<file path="src/rtl/trap_ctrl.sv">
// trap_ctrl: machine-mode trap sequencer.
// It accepts exceptions, interrupts and mret from execute, holds the pipeline
// while it runs the trap-entry or trap-return CSR sequence, and then issues a
// one-cycle redirect.
// Optional feature: define TRAP_VECTOR_EN for vectored interrupt targets
// (mtvec[1:0] = 01). When it is undefined, every trap goes to the base address.
module trap_ctrl #(
    parameter int XLEN = 32
) (
    input  logic            clk,
    input  logic            rst_n,
    input  logic            inst_valid_i,
    input  logic [XLEN-1:0] pc_i,
    input  logic [31:0]     inst_i,
    input  logic            ecall_i,
    input  logic            ebreak_i,
    input  logic            illegal_i,
    input  logic            mret_i,
    input  logic            ex_trap_i,
    input  logic            tcmp_trap_i,
    input  logic            soft_trap_i,
    input  logic            mstatus_mie_i,
    output logic            pex_trap_rsp_o,
    output logic            ptcmp_trap_rsp_o,
    output logic            psoft_trap_rsp_o,
    output logic            trap_accept_o,
    output logic            hold_o,
    output logic            trap_csr_we_o,
    output logic [11:0]     trap_csr_addr_o,
    output logic [XLEN-1:0] trap_csr_wdata_o,
    input  logic [XLEN-1:0] trap_csr_rdata_i,
    output logic            jump_o,
    output logic [XLEN-1:0] jump_addr_o
);

    localparam logic [11:0] CSR_MSTATUS = 12'h300;
    localparam logic [11:0] CSR_MTVEC   = 12'h305;
    localparam logic [11:0] CSR_MEPC    = 12'h341;
    localparam logic [11:0] CSR_MCAUSE  = 12'h342;
    localparam logic [11:0] CSR_MTVAL   = 12'h343;

    localparam logic [XLEN-1:0] IRQ_BIT    = XLEN'(1) << (XLEN - 1);
    localparam logic [XLEN-1:0] CAUSE_ILL  = XLEN'(2);
    localparam logic [XLEN-1:0] CAUSE_BRK  = XLEN'(3);
    localparam logic [XLEN-1:0] CAUSE_ECL  = XLEN'(11);
    localparam logic [XLEN-1:0] CAUSE_EXT  = IRQ_BIT | XLEN'(11);
    localparam logic [XLEN-1:0] CAUSE_SOFT = IRQ_BIT | XLEN'(3);
    localparam logic [XLEN-1:0] CAUSE_TMR  = IRQ_BIT | XLEN'(7);

    typedef enum logic [2:0] {
        IDLE, W_MEPC, W_MCAUSE, W_MTVAL, W_MSTATUS, JUMP, R_MSTATUS, R_JUMP
    } state_t;

    state_t          state_reg;
    logic [XLEN-1:0] mepc_reg, mcause_reg, mtval_reg;

    logic            ev_ok, exc_any, int_ok;
    logic            win_ex, win_soft, win_tcmp;
    logic            take_trap, take_mret;
    logic [XLEN-1:0] cause_next, tval_next, jump_base;
    logic            unused_rdata_lsb;

    assign unused_rdata_lsb = trap_csr_rdata_i[0];

    // Accept decision: only in IDLE with a valid instruction; gating it with
    // rst_n keeps every output at 0 while reset is held.
    always_comb begin
        ev_ok     = (state_reg == IDLE) && rst_n && inst_valid_i;
        exc_any   = illegal_i || ebreak_i || ecall_i;
        int_ok    = ev_ok && mstatus_mie_i && !exc_any;
        win_ex    = int_ok && ex_trap_i;
        win_soft  = int_ok && soft_trap_i && !ex_trap_i;
        win_tcmp  = int_ok && tcmp_trap_i && !soft_trap_i && !ex_trap_i;
        take_trap = (ev_ok && exc_any) || win_ex || win_soft || win_tcmp;
        take_mret = ev_ok && mret_i && !take_trap;
        if (illegal_i)      cause_next = CAUSE_ILL;
        else if (ebreak_i)  cause_next = CAUSE_BRK;
        else if (ecall_i)   cause_next = CAUSE_ECL;
        else if (win_ex)    cause_next = CAUSE_EXT;
        else if (win_soft)  cause_next = CAUSE_SOFT;
        else                cause_next = CAUSE_TMR;
        if (illegal_i)      tval_next = XLEN'(inst_i);
        else if (ebreak_i)  tval_next = pc_i;
        else                tval_next = '0;
    end

    assign trap_accept_o    = take_trap || take_mret;
    assign hold_o           = trap_accept_o || (state_reg != IDLE);
    assign pex_trap_rsp_o   = win_ex;
    assign psoft_trap_rsp_o = win_soft;
    assign ptcmp_trap_rsp_o = win_tcmp;

    // Sequencer state and trap capture; reset aborts any sequence at once.
    always_ff @(posedge clk or negedge rst_n) begin
        if (!rst_n) begin
            state_reg  <= IDLE;
            mepc_reg   <= '0;
            mcause_reg <= '0;
            mtval_reg  <= '0;
        end else begin
            case (state_reg)
                IDLE: begin
                    if (take_trap) begin
                        mepc_reg   <= pc_i;
                        mcause_reg <= cause_next;
                        mtval_reg  <= tval_next;
                        state_reg  <= W_MEPC;
                    end else if (take_mret) begin
                        state_reg  <= R_MSTATUS;
                    end
                end
                W_MEPC:    state_reg <= W_MCAUSE;
                W_MCAUSE:  state_reg <= W_MTVAL;
                W_MTVAL:   state_reg <= W_MSTATUS;
                W_MSTATUS: state_reg <= JUMP;
                R_MSTATUS: state_reg <= R_JUMP;
                default:   state_reg <= IDLE;
            endcase
        end
    end

    // CSR channel and redirect decode; read-modify-write uses same-cycle rdata.
    always_comb begin
        trap_csr_we_o    = 1'b0;
        trap_csr_addr_o  = 12'h000;
        trap_csr_wdata_o = '0;
        jump_o           = 1'b0;
        jump_addr_o      = '0;
        jump_base        = {trap_csr_rdata_i[XLEN-1:2], 2'b00};
        case (state_reg)
            W_MEPC: begin
                trap_csr_we_o    = 1'b1;
                trap_csr_addr_o  = CSR_MEPC;
                trap_csr_wdata_o = mepc_reg;
            end
            W_MCAUSE: begin
                trap_csr_we_o    = 1'b1;
                trap_csr_addr_o  = CSR_MCAUSE;
                trap_csr_wdata_o = mcause_reg;
            end
            W_MTVAL: begin
                trap_csr_we_o    = 1'b1;
                trap_csr_addr_o  = CSR_MTVAL;
                trap_csr_wdata_o = mtval_reg;
            end
            W_MSTATUS: begin
                trap_csr_we_o       = 1'b1;
                trap_csr_addr_o     = CSR_MSTATUS;
                trap_csr_wdata_o[7] = trap_csr_rdata_i[3];
            end
            JUMP: begin
                trap_csr_addr_o = CSR_MTVEC;
                jump_o          = 1'b1;
                jump_addr_o     = jump_base;
`ifdef TRAP_VECTOR_EN
                if (trap_csr_rdata_i[1:0] == 2'b01 && mcause_reg[XLEN-1])
                    jump_addr_o = jump_base + {mcause_reg[XLEN-3:0], 2'b00};
`endif
            end
            R_MSTATUS: begin
                trap_csr_we_o       = 1'b1;
                trap_csr_addr_o     = CSR_MSTATUS;
                trap_csr_wdata_o[3] = trap_csr_rdata_i[7];
                trap_csr_wdata_o[7] = 1'b1;
            end
            R_JUMP: begin
                trap_csr_addr_o = CSR_MEPC;
                jump_o          = 1'b1;
                jump_addr_o     = {trap_csr_rdata_i[XLEN-1:1], 1'b0};
            end
            default: ;
        endcase
    end

endmodule

</file>
<file path="config.mk">
export PLATFORM = sky130hd
export DESIGN_NAME = trap_ctrl
export DESIGN_NICKNAME = d
export VERILOG_FILES = /design/src/rtl/trap_ctrl.sv
export SDC_FILE = /design/constraint.sdc
export NUM_CORES = 1
export LEC_CHECK = 0
export CORE_ASPECT_RATIO = 1.1
export CORE_MARGIN = 4
export CORE_UTILIZATION = 44
export CTS_CLUSTER_SIZE = 28
export DETAILED_ROUTE_END_ITERATION = 8
export GPL_TIMING_DRIVEN = 0
export PLACE_DENSITY_LB_ADDON = 0.1
export SYNTH_ARGS = -nofsm -noshare
export SYNTH_HDL_FRONTEND = slang
export SYNTH_SLANG_ARGS = --single-unit
</file>
<file path="constraint.sdc">
create_clock -name clk -period 5.6 [get_ports clk]
set_input_delay 0.84 -clock clk [delete_from_list [all_inputs] [get_ports clk]]
set_output_delay 0.84 -clock clk [all_outputs]
set_load 0.05 [all_outputs]
</file>
==> metrics.yaml <==
status: "completed"
crit_arrival_ns: 3.54
n_fill_cell: 661
synth-async-reset-ratio: 1.00
hpwl_mm: 9.24
start_util: 0.459
cp-end-kind: "output port"
synth_area_mm2: 0.00390
layout-drive-gt1-share: 0.102
clock_skew_ns: 0.0151
grt_max_degree: 75
drc: 0
p_per_area_mw_per_mm2: 485
std_cell_rows: 35
io_pins: 190
crit_chain: "buf_4, nand2_1, a211oi_2, buf_4, a21o_1, or2_1, clkdlybuf4s50_1"
cpPeakStageDelay_ns: 0.83
p_leak_uw: 0.00247
clkLatencyLatePin_ns: 0.35
via_count: 3752
synth_cells: 389
yosysWarnings: 0
regArea_mm2: 0.00180
path_common_cell: "buf_4"
worstPathMaxFanout: 74
synth.avg_cell_area_um2: 10.0
cts.repair.resized: 0
fin_crit_sh: 0.781
wirelength_mm: 12.3
viasPerCell: 5.34
holdCritPathClass: "register to register"
drtIter0Drc: 144
die_h_um: 107
ir_drop_mv: 0.271
critPathLaunchType: "input pin"
cts_sinks: 72
cts_tree: "done"
path_buf_inv: 3
numPortBuffers: 180
slew_headroom: 0.240
design.die.area_mm2: 0.0104
numCtsBuffers: 9
htree_levels: 3
gp_congestion: 0.860
layout.nets: 697
hold_viol: 0
antenna_left: 0
ys_types: 41
finalSetupViolations: 0
die_w_um: 97.7
rsz0062_at_grt: "no"
grtUsageTotal: 0.236
grt_pass1_vias: 3865
holdBufCountCts: 0
syn2layout_area_growth_pct: 54.7
cts_buffer_depth: 2
grt_overflow: 0
tns_ns: 0
post_cts_buffers: 0
final_max_slew_viol_count: 0
path_delay_family: "buffers and inverters"
max_cap_violations: 0
synthTopCellsByArea: "dfrtp_1 46%, a22oi_1 6.7%, mux2_2 5.8%"
total_power_uw: 2920
root_buffer: "clkbuf_8"
multiInputGateArea_mm2: 0.00188
antenna_found_initial: 0
clk_pin_slew_ns: 0.07
synth_edf_count: 0
drt-pass1-iter-count: 4
fmax_mhz: 229
fin_crit_ns: 4.38
synthTopCellsByCount: "72 x dfrtp_1, 46 x nor2_1, 40 x a21oi_1"
core_mm2: 0.00850
worst_pin_slew_ns: 1.13
synthFlopType: "dfrtp_1"
antenna_cells: 0
routedWlPerCell_um: 17.5
required_ns: 4.76
critical_path_class: "input pin to output port"
yosysTopAreaCellShare: 0.462
yosys_register_bits: 72
synth_most_common_cell: "dfrtp_1"
grt_pass1_wl_mm: 19.9
crit_slowest_cell: "clkdlybuf4s50_1"
synth_top_area_cell: "dfrtp_1"
synth-seq-area-share: 0.462
cell families (layout without fill, tap and decap cells):
family                     count (synthesis)  in the layout  synth area share
AOI/OAI and AO/OA                        115            115             0.202
and+or+nand+nor                          114            114             0.149
DFF                                       72             72             0.462
buffers and inverters                     44            240            0.0616
muxes                                     39             39             0.111
adders and majority gates                  4              4            0.0128
other                                      1              7          0.000962
metrics by stage:
step	hold WS (ns)	area (µm²)	util	setup WS, ns	std cells
5_1_grt	0.508	6030	0.710	0.950	702
6_report	0.479	6030	0.710	1.22	702
3_3_place_gp	0.453	5860	0.690	-1.29	686
3_5_place_dp	0.459	5860	0.690	1.16	686
2_1_floorplan	0.434	3920	-	2.09	395
4_1_cts	0.477	6030	0.710	1.15	702
worst register-to-register path, stage by stage (launching register included):
cell	delay [ns]
dfrtp_1	0.41
clkbuf_1	0.20
or3_4	0.47
a211oi_2	0.26
buf_4	0.27
buf_6	0.18
mux2_1	0.34
worst paths after layout:
kind,slack (ns),start,endpoint,cells after the start
max,1.22,rst_n,hold_o,7
min,0.48,mcause_reg[1],mcause_reg[1],1
max reg2reg,3.36,state_reg[2],mepc_reg[30],6
min reg2reg,0.48,mcause_reg[1],mcause_reg[1],1
max in group asynchronous,4.37,rst_n,mtval_reg[25],1
min in group asynchronous,0.63,rst_n,mepc_reg[5],1
power by group:
group          internal [µW]  total, µW  switching [µW]
Sequential               777        911             134
Clock                    162        367             205
Combinational            649       1650             997
Total                   1590       2920            1340
metal layers:
layer / vias to the layer above / global-route usage / wire length [µm]
li1: 1772 / - / -
met1: 1819 / 0.295 / 5200
met2: 150 / 0.412 / 6150
met3: 11 / 0.0566 / 777
met4: 0 / 0.0564 / 142
met5: - / 0 / 0
layout make-up:
type / instances / area share
timing repair buffer: 180 / 0.298
tap: 111 / 0.0230
clock inverter: 6 / 0.00706
multi-input combinational: 279 / 0.312
clock buffer: 10 / 0.0212
inverter: 3 / 0.00187
sequential: 72 / 0.299
buffer: 41 / 0.0380
cell usage in the layout (no fill, tap or decap), types with 9 or more instances in the layout:
cell,Yosys,final
buf_4,15,16
clkbuf_1,20,21
a21oi_1,40,40
a22oi_1,35,35
mux2_1,13,13
nor2_1,46,46
mux2_2,20,20
clkbuf_8,0,9
and2_1,34,34
a22o_1,23,23
clkdlybuf4s50_1,0,179
dfrtp_1,72,72
(Power assumes the default switching activity.)
